[config.mk]
export PLATFORM = sky130hd
export DESIGN_NAME = gray_monitor
export DESIGN_NICKNAME = d
export VERILOG_FILES = /design/src/rtl/gray_monitor.sv
export SDC_FILE = /design/constraint.sdc
export NUM_CORES = 1
export LEC_CHECK = 0
export CAP_MARGIN = 20
export CORE_MARGIN = 5
export CORE_UTILIZATION = 50
export DETAILED_ROUTE_END_ITERATION = 12
export DONT_BUFFER_PORTS = 1
export GPL_TIMING_DRIVEN = 0
export PLACE_DENSITY_LB_ADDON = 0.3
export SKIP_LAST_GASP = 1
export SLEW_MARGIN = 0
export SYNTH_ARGS = -nofsm -noshare
export SYNTH_HDL_FRONTEND = slang
export SYNTH_SLANG_ARGS = --single-unit
[constraint.sdc]
create_clock -name Clk -period 3.2 [get_ports Clk]
set_input_delay 0 -clock Clk [delete_from_list [all_inputs] [get_ports Clk]]
set_output_delay 0 -clock Clk [all_outputs]
set_load 0.005 [all_outputs]
[src/rtl/gray_monitor.sv]
// gray_monitor: decodes the upstream 3-bit Gray counter, counts 7->0 wraps
// and latches a fault on illegal steps or wrap/overflow disagreement.
//
// Ports:
//   Clk       clock, rising edge
//   Reset     synchronous active-high reset, highest priority
//   Gray_in   Gray code from the upstream counter
//   Ovf_in    upstream sticky overflow flag
//   Clear     synchronous fault/statistics clear
//   Bin       registered binary decode of the last Gray_in sample
//   Wraps     saturating count of legal 7->0 wraps
//   Step_err  one-cycle pulse after an illegal transition
//   Fault     high while latched in the fault state
//   Ovf_err   sticky: a wrap was seen while Ovf_in was low
//
// Build option: define GRAY_REVERSE_EN to accept down-steps; a 0->7
// reverse wrap then decrements Wraps (saturating at 0).

module gray_monitor #(
  parameter int WRAP_W = 4
) (
  input  logic              Clk,
  input  logic              Reset,
  input  logic [2:0]        Gray_in,
  input  logic              Ovf_in,
  input  logic              Clear,
  output logic [2:0]        Bin,
  output logic [WRAP_W-1:0] Wraps,
  output logic              Step_err,
  output logic              Fault,
  output logic              Ovf_err
);

  typedef enum logic [1:0] {
    S_INIT,
    S_TRACK,
    S_FAULT
  } state_t;

  localparam logic [WRAP_W-1:0] WRAP_MAX = '1;

  state_t            r_state;
  state_t            w_state_nx;
  logic [2:0]        r_bin;
  logic [2:0]        r_prev;
  logic [2:0]        w_prev_nx;
  logic [WRAP_W-1:0] r_wraps;
  logic [WRAP_W-1:0] w_wraps_nx;
  logic              r_step_err;
  logic              w_step_err_nx;
  logic              r_ovf_err;
  logic              w_ovf_err_nx;

  logic [2:0]        w_nb;
  logic              w_hold;
  logic              w_fwd;
  logic              w_wrap;
  logic              w_rev;
  logic              w_rwrap;

  assign w_nb = {Gray_in[2], ^Gray_in[2:1], ^Gray_in};

  // Transition classes are mutually exclusive by construction.
  assign w_hold = (w_nb == r_prev);
  assign w_fwd  = (r_prev != 3'd7) &&
                  (w_nb == r_prev + 3'd1);
  assign w_wrap = (r_prev == 3'd7) &&
                  (w_nb == 3'd0);

`ifdef GRAY_REVERSE_EN
  assign w_rev   = (r_prev != 3'd0) &&
                   (w_nb == r_prev - 3'd1);
  assign w_rwrap = (r_prev == 3'd0) &&
                   (w_nb == 3'd7);
`else
  assign w_rev   = 1'b0;
  assign w_rwrap = 1'b0;
`endif

  always_comb begin
    w_state_nx    = r_state;
    w_prev_nx     = r_prev;
    w_wraps_nx    = r_wraps;
    w_ovf_err_nx  = r_ovf_err;
    w_step_err_nx = 1'b0;
    if (Clear) begin
      // Clear overrides any event on this edge.
      w_state_nx   = S_INIT;
      w_prev_nx    = w_nb;
      w_wraps_nx   = '0;
      w_ovf_err_nx = 1'b0;
    end else begin
      unique case (r_state)
        S_INIT: begin
          w_prev_nx  = w_nb;
          w_state_nx = S_TRACK;
        end
        S_TRACK: begin
          w_prev_nx = w_nb;
          unique case (1'b1)
            w_hold: ;
            w_fwd:  ;
            w_wrap: begin
              if (r_wraps != WRAP_MAX)
                w_wraps_nx = r_wraps + 1'b1;
              if (!Ovf_in) begin
                w_ovf_err_nx = 1'b1;
                w_state_nx   = S_FAULT;
              end
            end
            w_rev:  ;
            w_rwrap: begin
              if (r_wraps != '0)
                w_wraps_nx = r_wraps - 1'b1;
            end
            default: begin
              w_step_err_nx = 1'b1;
              w_state_nx    = S_FAULT;
            end
          endcase
        end
        S_FAULT: ;
        default: w_state_nx = S_INIT;
      endcase
    end
  end

  always_ff @(posedge Clk) begin
    if (Reset) begin
      r_state    <= S_INIT;
      r_bin      <= '0;
      r_prev     <= '0;
      r_wraps    <= '0;
      r_step_err <= 1'b0;
      r_ovf_err  <= 1'b0;
    end else begin
      r_state    <= w_state_nx;
      r_bin      <= w_nb;
      r_prev     <= w_prev_nx;
      r_wraps    <= w_wraps_nx;
      r_step_err <= w_step_err_nx;
      r_ovf_err  <= w_ovf_err_nx;
    end
  end

  assign Bin      = r_bin;
  assign Wraps    = r_wraps;
  assign Step_err = r_step_err;
  assign Ovf_err  = r_ovf_err;
  assign Fault    = (r_state == S_FAULT);

endmodule

Yosys cells after proc, flatten, opt, wreduce, memory -nomap -nowiden:

Index checks and enable logic that the tools add are counted.

* register bits after elaboration: 14
* input bits: 7
* output and inout bits: 10
* logic and storage cells: 41

* add/subtract/negate cells: 2
* equality and inequality tests: 9
* muxes and demuxes: 6
* bitwise logic cells: 3
* reduce and logical (&&, ||, !) cells: 15

Operators with widths (count)
* AND reduction 3 bit: 3
* equality test 3 bit: 2
* 2-to-1 mux 3 bit: 2
* inequality test 3 bit, second input constant: 2
* one-hot mux 2 bit (3 select lines): 1
* OR reduction 2 bit: 3
* OR reduction 3 bit: 2
* adder 4 x 1 -> 4 bit, second input constant: 1
* inequality test 4 bit, second input constant: 1
* one-hot mux 2 bit (2 select lines): 1
* adder 3 x 1 -> 3 bit, second input constant: 1
* equality test 3 bit, second input constant: 1
* zero test 3 bit: 1
* NOT 1 bit: 3
* XOR reduction 3 bit: 1
* equality test 2 x 1 -> 1 bit, second input constant: 1
* equality test 2 bit, second input constant: 1
* logical AND 1 bit: 2
* zero test 2 bit: 1
* 2-to-1 mux 2 bit: 1
* inequality test 2 bit, second input constant: 1
* nonzero test 2 bit: 1
* XOR reduction 2 bit: 1
* 2-to-1 mux 1 bit: 1

Depth between registers and ports, before layout:

Gate-level depths: netlist (run 1).

* word-level depth: 6
* depth in mapped cells: 6
* depth with buffers taken out: 6

Least setup slack after synthesis (run 1):

OpenSTA, ideal clock, no wires.

* kind: register to register
* start: register r_prev[0]
* end: register r_wraps[3], in the netlist Wraps[3]
* setup time: 0.070 ns
* arrival time: 1.546 ns
* data required time: 3.130 ns
* setup slack: 1.584 ns
* stages on the path, launching flop included: 7
* buffers on the path: 0
* clock period less this slack: 1.616 ns
* cell sequence: dfxtp_1 -> ha_1 -> ha_1 -> nor4b_4 -> nand3_2 -> or3_1 -> a21oi_1

* word-level cells in the longest chain between the ends: 3

Ends and longest elaborated chain
* start: declaration: line 45 `logic [2:0] r_prev;`
* start signal: assignment: line 139 `r_prev <= w_prev_nx;`
* equality test 3 bit: line 67 `assign w_wrap = (r_prev == 3'd7) &&`
* logical AND 1 bit: line 67
* AND reduction 3 bit (no line)
* end signal: assignment: line 140 `r_wraps <= w_wraps_nx;`
* end: declaration: line 47 `logic [WRAP_W-1:0] r_wraps;`

No other way between the ends.
A chain may end at the register's enable or synchronous reset.

Final worst setup path (run 1):

* start: register r_prev[1]
* end: register r_wraps[3], in the netlist Wraps[3]

The elaborated chain is that of the path after synthesis.

==> results of run 1 <==
[layer usage]
metal	up-vias	wire [um]	GRT usage, %
li1	264	-	-
met1	218	545	16.1
met2	11	545	19.5
met3	2	90	6.90
met4	0	10	3.31
met5	-	0	0
[tightest hold or removal path, delay by kind of cell]
| kind | cells | cell delay (ns) |
|---|---|---|
| compound gates | 1 | 0.15 |
| simple gates | 2 | 0.09 |
[through the flow]
| step | util (%) | instance area, sq um | std cells |
|---|---|---|---|
| after detailed placement | 54.6 | 711 | 85 |
| after global routing | 60.2 | 783 | 93 |
| final | 60.2 | 783 | 93 |
| after CTS | 59.4 | 773 | 92 |
| after floorplan | - | 692 | 70 |
| after global placement | 54.6 | 711 | 85 |
[cell type report]
type / instances / area share [%]
plain buffers: 2 / 1.92
clock buffers: 3 / 2.88
inverters: 2 / 0.958
multi-input cells: 52 / 49.7
flip-flops and latches: 14 / 35.8
well taps: 15 / 2.40
repair buffers: 5 / 6.39
[worst paths after layout]
path                                              from                    end  slack [ns]  depth (start not counted)
worst min register to register    Ovf_err$_SDFFE_PP0P_   Ovf_err$_SDFFE_PP0P_        0.51                          2
worst max register to register  r_prev[1]$_SDFFE_PP0P_  Wraps[3]$_SDFFE_PP0P_        1.38                          6
worst max-delay path            r_prev[1]$_SDFFE_PP0P_  Wraps[3]$_SDFFE_PP0P_        1.38                          6
worst min-delay path                        Gray_in[0]   Ovf_err$_SDFFE_PP0P_       0.005                          3
[sequential cells by signal, summed over array words and instances, names as in the netlist]
register and count:
r_state 2, Bin 3, r_prev 3, Step_err 1, Wraps 4, Ovf_err 1
[cells by family after synthesis]
family,Yosys count,synth area share (%)
AO/OA/AOI/OAI,8,8.86
XOR/XNOR,8,10.1
adder cells (fa/ha/maj),3,5.43
buffers and inverters,4,3.25
flip-flops,14,40.5
multiplexers,4,5.79
AND/OR/NAND/NOR,29,26.0
[cell usage after synthesis, drive strengths merged, types with 2 or more instances]
cell type,number,area share (%)
mux2i,4,5.8
xnor2,3,3.8
a21boi,2,2.2
nor2b,4,3.6
nor4b,2,4.7
or2,2,1.8
inv,2,1.1
nand3,3,2.9
nor2,11,6.0
nand2b,2,1.8
ha,3,5.4
a211oi,2,2.9
dfxtp,14,41
xor2,5,6.3
[power groups by stage]
| stage | clock network [mW] | registers [mW] | logic [mW] |
|---|---|---|---|
| floorplan | 0 | 0.191 | 0.0408 |
| global placement | 0 | 0.193 | 0.0461 |
| detailed placement | 0 | 0.193 | 0.0472 |
| CTS | 0.0963 | 0.189 | 0.0524 |
| global route | 0.108 | 0.190 | 0.0603 |
| finish | 0.0932 | 0.189 | 0.0534 |
[repair_timing]
action | in CTS | in global routing
endpoints found under the hold margin | 8 | 1
endpoints found under the setup margin | 0 | 0
hold buffers | 4 | 1
==> results.txt, run 1 <==
- Final hold violations: 0
- In this run, synthesis inferred 0 flip-flops with an integrated enable.
* Worst-case clock skew: 0.00462 ns
* Ant diodes: 0
- H-Tree Level Count: 1
* Sequential cell area: approximately 280 sq um
- Per report_power, the combinational group accounts for about 16% of the total.
* Synthesized cell area: 692 sq um
- The cell sitting at the root of the clock tree is a clkbuf_4.
- DRC viols: 0
- Time the final worst path needs with I/O delays and setup: roughly 1.8 ns
* Global-route wire length before repair: about 2000 um
* Async set-or-reset flop fraction in the synthesized netlist: 0%
- I/O Pins: 17
* Net count after synthesis: 80
- Total of buffers placed on input and output ports: 0
- Setup slack after placement: ~1.4 ns
* Final Net Count: 90
* Power consumption: between 0.3 and 0.4 mW
- The die is 47.2 um wide.
* Post-cts sizing count: 0
- Global placer's final weighted congestion: 0.687
* All-Layer GR Usage: approximately an eighth
- Power spread over the standard cell area amounts to approximately 430 nW/um^2.
- Setup repair after global routing missed its margin: no
- Counting both buffers and inverters, the worst setup path holds a total of 0.
* Slew of the pin with the lowest slew margin: 0.516 ns
* Outcome: finished clean
- For this block, the routed nets add up to roughly 1200 um of wire.
- Detailed routing inserted a total of approximately 500 vias.
- STA classifies the critical path startpoint as a flop.
- Worst hold slack across all endpoints: 0.00540 ns
- Entering global routing, the biggest net connects 8 pins.
* Die Footprint: 2230 sq um
* Initial Utilization: between 50% and 60%
* Most frequent standard cell in the layout excluding fill and tap cells: dfxtp_1
* Final slew viol count: 0
* Top Family by Delay on Critical Path: simple AND/OR/NAND/NOR gates
- Ratio of final minimum period to clock period: a little under three fifths
- Among the stages of the critical path, the cell type that occurs most often is ha_1.
- Internal power consumption: 0.253 mW
- Across the run, the number of max-cap violations was 0.
- Multi-input logic area: 389 sq um
- Most used flip-flop cell after synthesis: dfxtp_1
* Height of the chip: about 47 um
- Setup violations remaining at the end of the flow were counted as 0.
* Classification of the worst setup path: reg2reg
- WP data arrival: roughly 2.0 ns
* Antenna violations before repair: 0
- Vias per cell: around 5.3
- Sequential fraction of design power: a little under three fifths
- In the final layout, the share of cells above drive strength 1 is about an eighth.
- For this run, the detailed router's first-pass iteration total came to 5.
* Total number of yosys warnings: 0
- Dividing the detail-routed wire length by the instance count gives roughly 13 um.
- After routing, the total negative slack on setup checks comes to 0 ns.
- Static timing analysis puts the maximum clock frequency at ~550 MHz.
* Clock insertion delay at the later pin of the skew report: around 0.27 ns
- The layout has 124 filler cells.
- After the first detailed-routing iteration, the DRC count stood at 10.
* Maximum root-to-sink buffer count: 2
- Instance count of the mapped netlist: 70
* Net Switching: 0.0819 mW
- Switching power share of the total: roughly 24%
- Standard cell core area: roughly 1300 sq um
- Clock edge transition at the registers on the reported setup and hold paths: about 0.070 ns
- Post-CTS setup buffers: 0
* Yosys reg bits: 14
- After synthesis, the netlist uses 28 different library cells.
- Measured against its own limit, the worst slew margin works out to 65.4%.
- Peak fanout along the critical path: 5
- The clock network accounts for between 20 and 30% of the total power.
* Part of the Yosys area used for sequential elements: approximately two fifths
- The worst path meets setup with 1.38 ns of slack.
- Worst hold path type: in2reg
* Number of routed nets with antenna violations: 0
- Aggregate global routing overflow: 0
- STA puts the critical path data required time at ~3.4 ns.
- Averaged over all synthesized cells, the footprint is 9.88 sq um.
- Maximum vdd ir drop: 0.214 mV
- Crit path capture type: flop
- Via count of the first global-routing pass: 481
- Max stage delay cell, worst path: dfxtp_1
* Detailed-placement wirelength estimate: between 900 and 1000 um
- TritonCTS sink count: 14
- Most frequent cells in the layout: 14 x dfxtp_1, 11 x nor2_1, 5 x xor2_1, 5 x dlygate4sd3_1
* Largest stage delay, worst path: just under 0.4 ns
- Buffers inserted during clock tree synthesis total 3.
- In this run the static leakage power is roughly 0.33 nW.
- The signal on the critical path passes through ha_1 > ha_1 > nor4b_4 > nand3_2 > or3_1 > a21oi_1.
* Site row count: 13
- The area growth from synthesis to layout is 13.2%.
- TritonCTS built the clock tree.
Note: power is estimated with default switching activity, not from simulation.
==> run 2, diff against run 1 <==
==> constraint.sdc (replaced) <==
create_clock -name Clk -period 1.6 [get_ports Clk]
set_input_delay 0 -clock Clk [delete_from_list [all_inputs] [get_ports Clk]]
set_output_delay 0 -clock Clk [all_outputs]
set_load 0.005 [all_outputs]
==> run 2 against run 1 <==
- the flow now finishes with violations (negative setup slack)
- largest cell class unchanged
- first-iteration DRC count shrank 50%
- worst setup slack worse by 1.4 ns
- routed wire length is 19% higher
- sequential share of layout area is 3.7 points lower
- global-route usage rose by 2.8 points
==> results.txt, run 2 (synthesis results as in run 1) <==
- Per-cell routed wire length: 14.4 um (was 12.8 um)
- Ant diodes: 0 (unchanged)
* Height of the chip: 47.2 um (unchanged)
- The number of sinks on the clock net was 14 (unchanged).
- The required time of the worst setup path is 1.82 ns (was 3.41 ns).
- The total vias in the final route is 521 (was 495).
- Ratio of final minimum period to clock period: 101% (was 56.9%)
- The total non-filler cell area in the finished layout is 881 sq um (was 783 sq um).
- WP data arrival: 1.85 ns (was 2.03 ns)
* Site row count: 13 (unchanged)
- Maximum clock frequency: 616 MHz (was 549 MHz)
- The headroom to the max-slew limit came to 54.5% (was 65.4%).
- Iter 0 DRT Violations: 5 (was 10)
* Maximum root-to-sink buffer count: 2 (unchanged)
* H-Tree Level Count: 1 (unchanged)
- Chip width: 47.2 um (unchanged)
- The via-per-instance ratio was 5.32 (about the same).
- Total Routed Length: 1420 um (was 1190 um)
- Crit path capture type: flop (unchanged)
* Sequential fraction of design power: 49.6% (was 56.3%)
- Largest stage delay, worst path: 0.34 ns (was 0.39 ns)
* Aggregate global routing overflow: 0 (unchanged)
- Worst path cell trace: ha_4 > ha_4 > xnor2_2 > and4_1 > a211oi_2 > and4b_2 (was ha_1 > ha_1 > nor4b_4 > nand3_2 > or3_1 > a21oi_1)
- The final estimated routing congestion in global placement was 0.649 (was 0.687).
* All-Layer GR Usage: 15.7% (was 12.9%)
* Global-route wire length before repair: 2350 um (was 2010 um)
* TritonCTS clock tree: done (unchanged)
- Most frequent cells in the layout: 12 x dfxtp_1, 11 x nor2_1, 5 x xor2_1, 5 x dlygate4sd3_1 (was 14 x dfxtp_1, 11 x nor2_1, 5 x xor2_1, 5 x dlygate4sd3_1)
- The number of global-route vias before repair was 538 (was 481).
- The final critical-path setup slack was -0.0238 ns (was 1.38 ns).
- The cell-internal power came to 0.577 mW (was 0.253 mW).
- The maximum vdd drop came to 0.744 mV (was 0.214 mV).
- Switching power share of the total: 24.5% (was 24.4%)
- The total of endpoints with negative setup slack in the final report came to 1 (was 0).
* Violated checks: negative setup slack
* Number of filler cells placed in the layout: 107 (was 124)
- Share of layout cells above drive strength 1: 26.5% (was 12.8%)
- Setup repair after global routing missed its margin: yes (was no)
- The total negative setup slack is -0.0238 ns (was 0 ns).
- Die Footprint: 2230 sq um (unchanged)
- The remaining number of nets flagged by the antenna check after routing came to 0 (unchanged).
* Placed cell areas: 717 sq um (was 711 sq um)
- Standard cell core area: 1300 sq um (unchanged)
* Final slew viol count: 0 (unchanged)
- Share of power burned in combinational logic: 18.4% (was 15.9%)
* Most frequent standard cell in the layout excluding fill and tap cells: dfxtp_1 (unchanged)
- The pin slew with the least headroom to its limit was 0.678 ns (was 0.516 ns).
- Worst-case clock skew: 0.000865 ns (was 0.00462 ns)
- Max stage delay cell, worst path: dfxtp_2 (was dfxtp_1)
* Max-cap violations: 0 (unchanged)
- Clk network pwr share: 32.0% (was 27.8%)
* I/O Pins: 17 (unchanged)
* Clock insertion delay at the later pin of the skew report: 0.27 ns (about the same)
- Library cell used as clock root buffer: clkbuf_4 (unchanged)
* Max reg flops: 4 (unchanged)
- The worst slack at placement was -0.203 ns (was 1.39 ns).
* Initial Utilization: 53.2% (unchanged)
- Time the final worst path needs with I/O delays and setup: 1.62 ns (was 1.82 ns)
* Final hold violations: 0 (unchanged)
* Classification of the worst setup path: reg2reg (unchanged)
* Net Switching: 0.187 mW (was 0.0819 mW)
* Antenna violations before repair: 0 (unchanged)
- The largest driver fanout on the critical path was 3 (was 5).
* Relative area change from synthesis to final layout: 27.3% (was 13.2%)
- Maximum number of pins on one net before global-route repair: 9 (was 8)
* Final Net Count: 94 (was 90)
- Clock edge transition at the registers on the reported setup and hold paths: 0.08 ns (was 0.07 ns)
- The half-perimeter wire length of the detailed placement result came to 925 um (was 911 um).
- The worst hold path class was in2reg (unchanged).
* Total of buffers placed on input and output ports: 0 (unchanged)
- The standby leakage power came to 0.362 nW (was 0.325 nW).
- TritonRoute pass-1 iters: 2 (was 5)
* Outcome: complete, but fails checks (was finished clean)
* Total power density per cell area: 868 nW/um^2 (was 428 nW/um^2)
- Critical Path Most Common Cell: ha_4 (was ha_1)
- Clock buffers created by TritonCTS: 3 (unchanged)
* DRC viols: 0 (unchanged)
* Kind of start point of the critical path: flop (unchanged)
run 2: cell count changes in the layout (fill, tap and decap cells not counted), sizes merged:
cell    previous run  this run
buf                1         5
clkbuf             4         5
run 2: final cells by class:
class | count | area [sq um] | share of cell area [%]
Multi-Input combinational cell | 52 | 440 | 50.0
Inverter | 2 | 7.51 | 0.852
Clock buffer | 4 | 36.3 | 4.12
Timing Repair Buffer | 9 | 80.1 | 9.09
Sequential cell | 14 | 283 | 32.1
Tap cell | 15 | 18.8 | 2.13
Buffer | 2 | 15.0 | 1.70
run 2: final timing paths:
path                          startpoint  slack [ns]                    end  cells past startpoint
setup / recovery  r_prev[1]$_SDFFE_PP0P_       -0.02    Step_err$_SDFF_PP0_                      6
hold / removal                Gray_in[0]        0.01  Wraps[0]$_SDFFE_PP0P_                      4
setup reg to reg  r_prev[1]$_SDFFE_PP0P_       -0.02    Step_err$_SDFF_PP0_                      6
hold reg to reg     Ovf_err$_SDFFE_PP0P_        0.52   Ovf_err$_SDFFE_PP0P_                      2
run 2: routing by layer:
metal	track usage [%]	part of all wire (%)	vias up
met3	6.90	6.9	2
li1	-	-	270
met5	0	0	-
met4	7.18	0.64	0
met2	24.1	47	12
met1	18.8	46	237
run 2: repair_timing:
item                       4_1_cts  5_1_grt
setup buffers                    3        1
hold endpoints to repair         9        0
hold buffers                     5        0
setup endpoints to repair        6        5
gates cloned                     0        0
gates resized for setup          7        1
pin swaps                        5        4
run 2: per-stage QoR:
| step | total power, mW | utilization, % | hold WS, ns | std cells |
|---|---|---|---|---|
| 2_1_floorplan | 0.467 | - | 0.0716 | 70 |
| 3_3_place_gp | 0.481 | 55.1 | 0.0741 | 85 |
| 3_5_place_dp | 0.485 | 55.1 | 0.0757 | 85 |
| 4_1_cts | 0.768 | 66.8 | 0.0154 | 97 |
| 5_1_grt | 0.819 | 67.7 | 0.0244 | 98 |
| 6_report | 0.764 | 67.7 | 0.0136 | 98 |
run 2: worst max-delay path, delay by kind of cell (launching register included):
| family | cells | cell delay (ns) |
|---|---|---|
| and+or+nand+nor | 2 | 0.45 |
| DFF | 1 | 0.34 |
| adders and majority gates | 2 | 0.40 |
| AOI/OAI and AO/OA | 1 | 0.23 |
| xor gates and xnor gates | 1 | 0.14 |
run 2: power groups by stage:
| stage | registers [mW] | logic (mW) | clock network [mW] |
|---|---|---|---|
| final | 0.379 | 0.140 | 0.245 |
| after CTS | 0.379 | 0.138 | 0.251 |
| after floorplan | 0.382 | 0.0847 | 0 |
| after global routing | 0.382 | 0.154 | 0.282 |
| after detailed placement | 0.386 | 0.0992 | 0 |
| after global placement | 0.386 | 0.0952 | 0 |
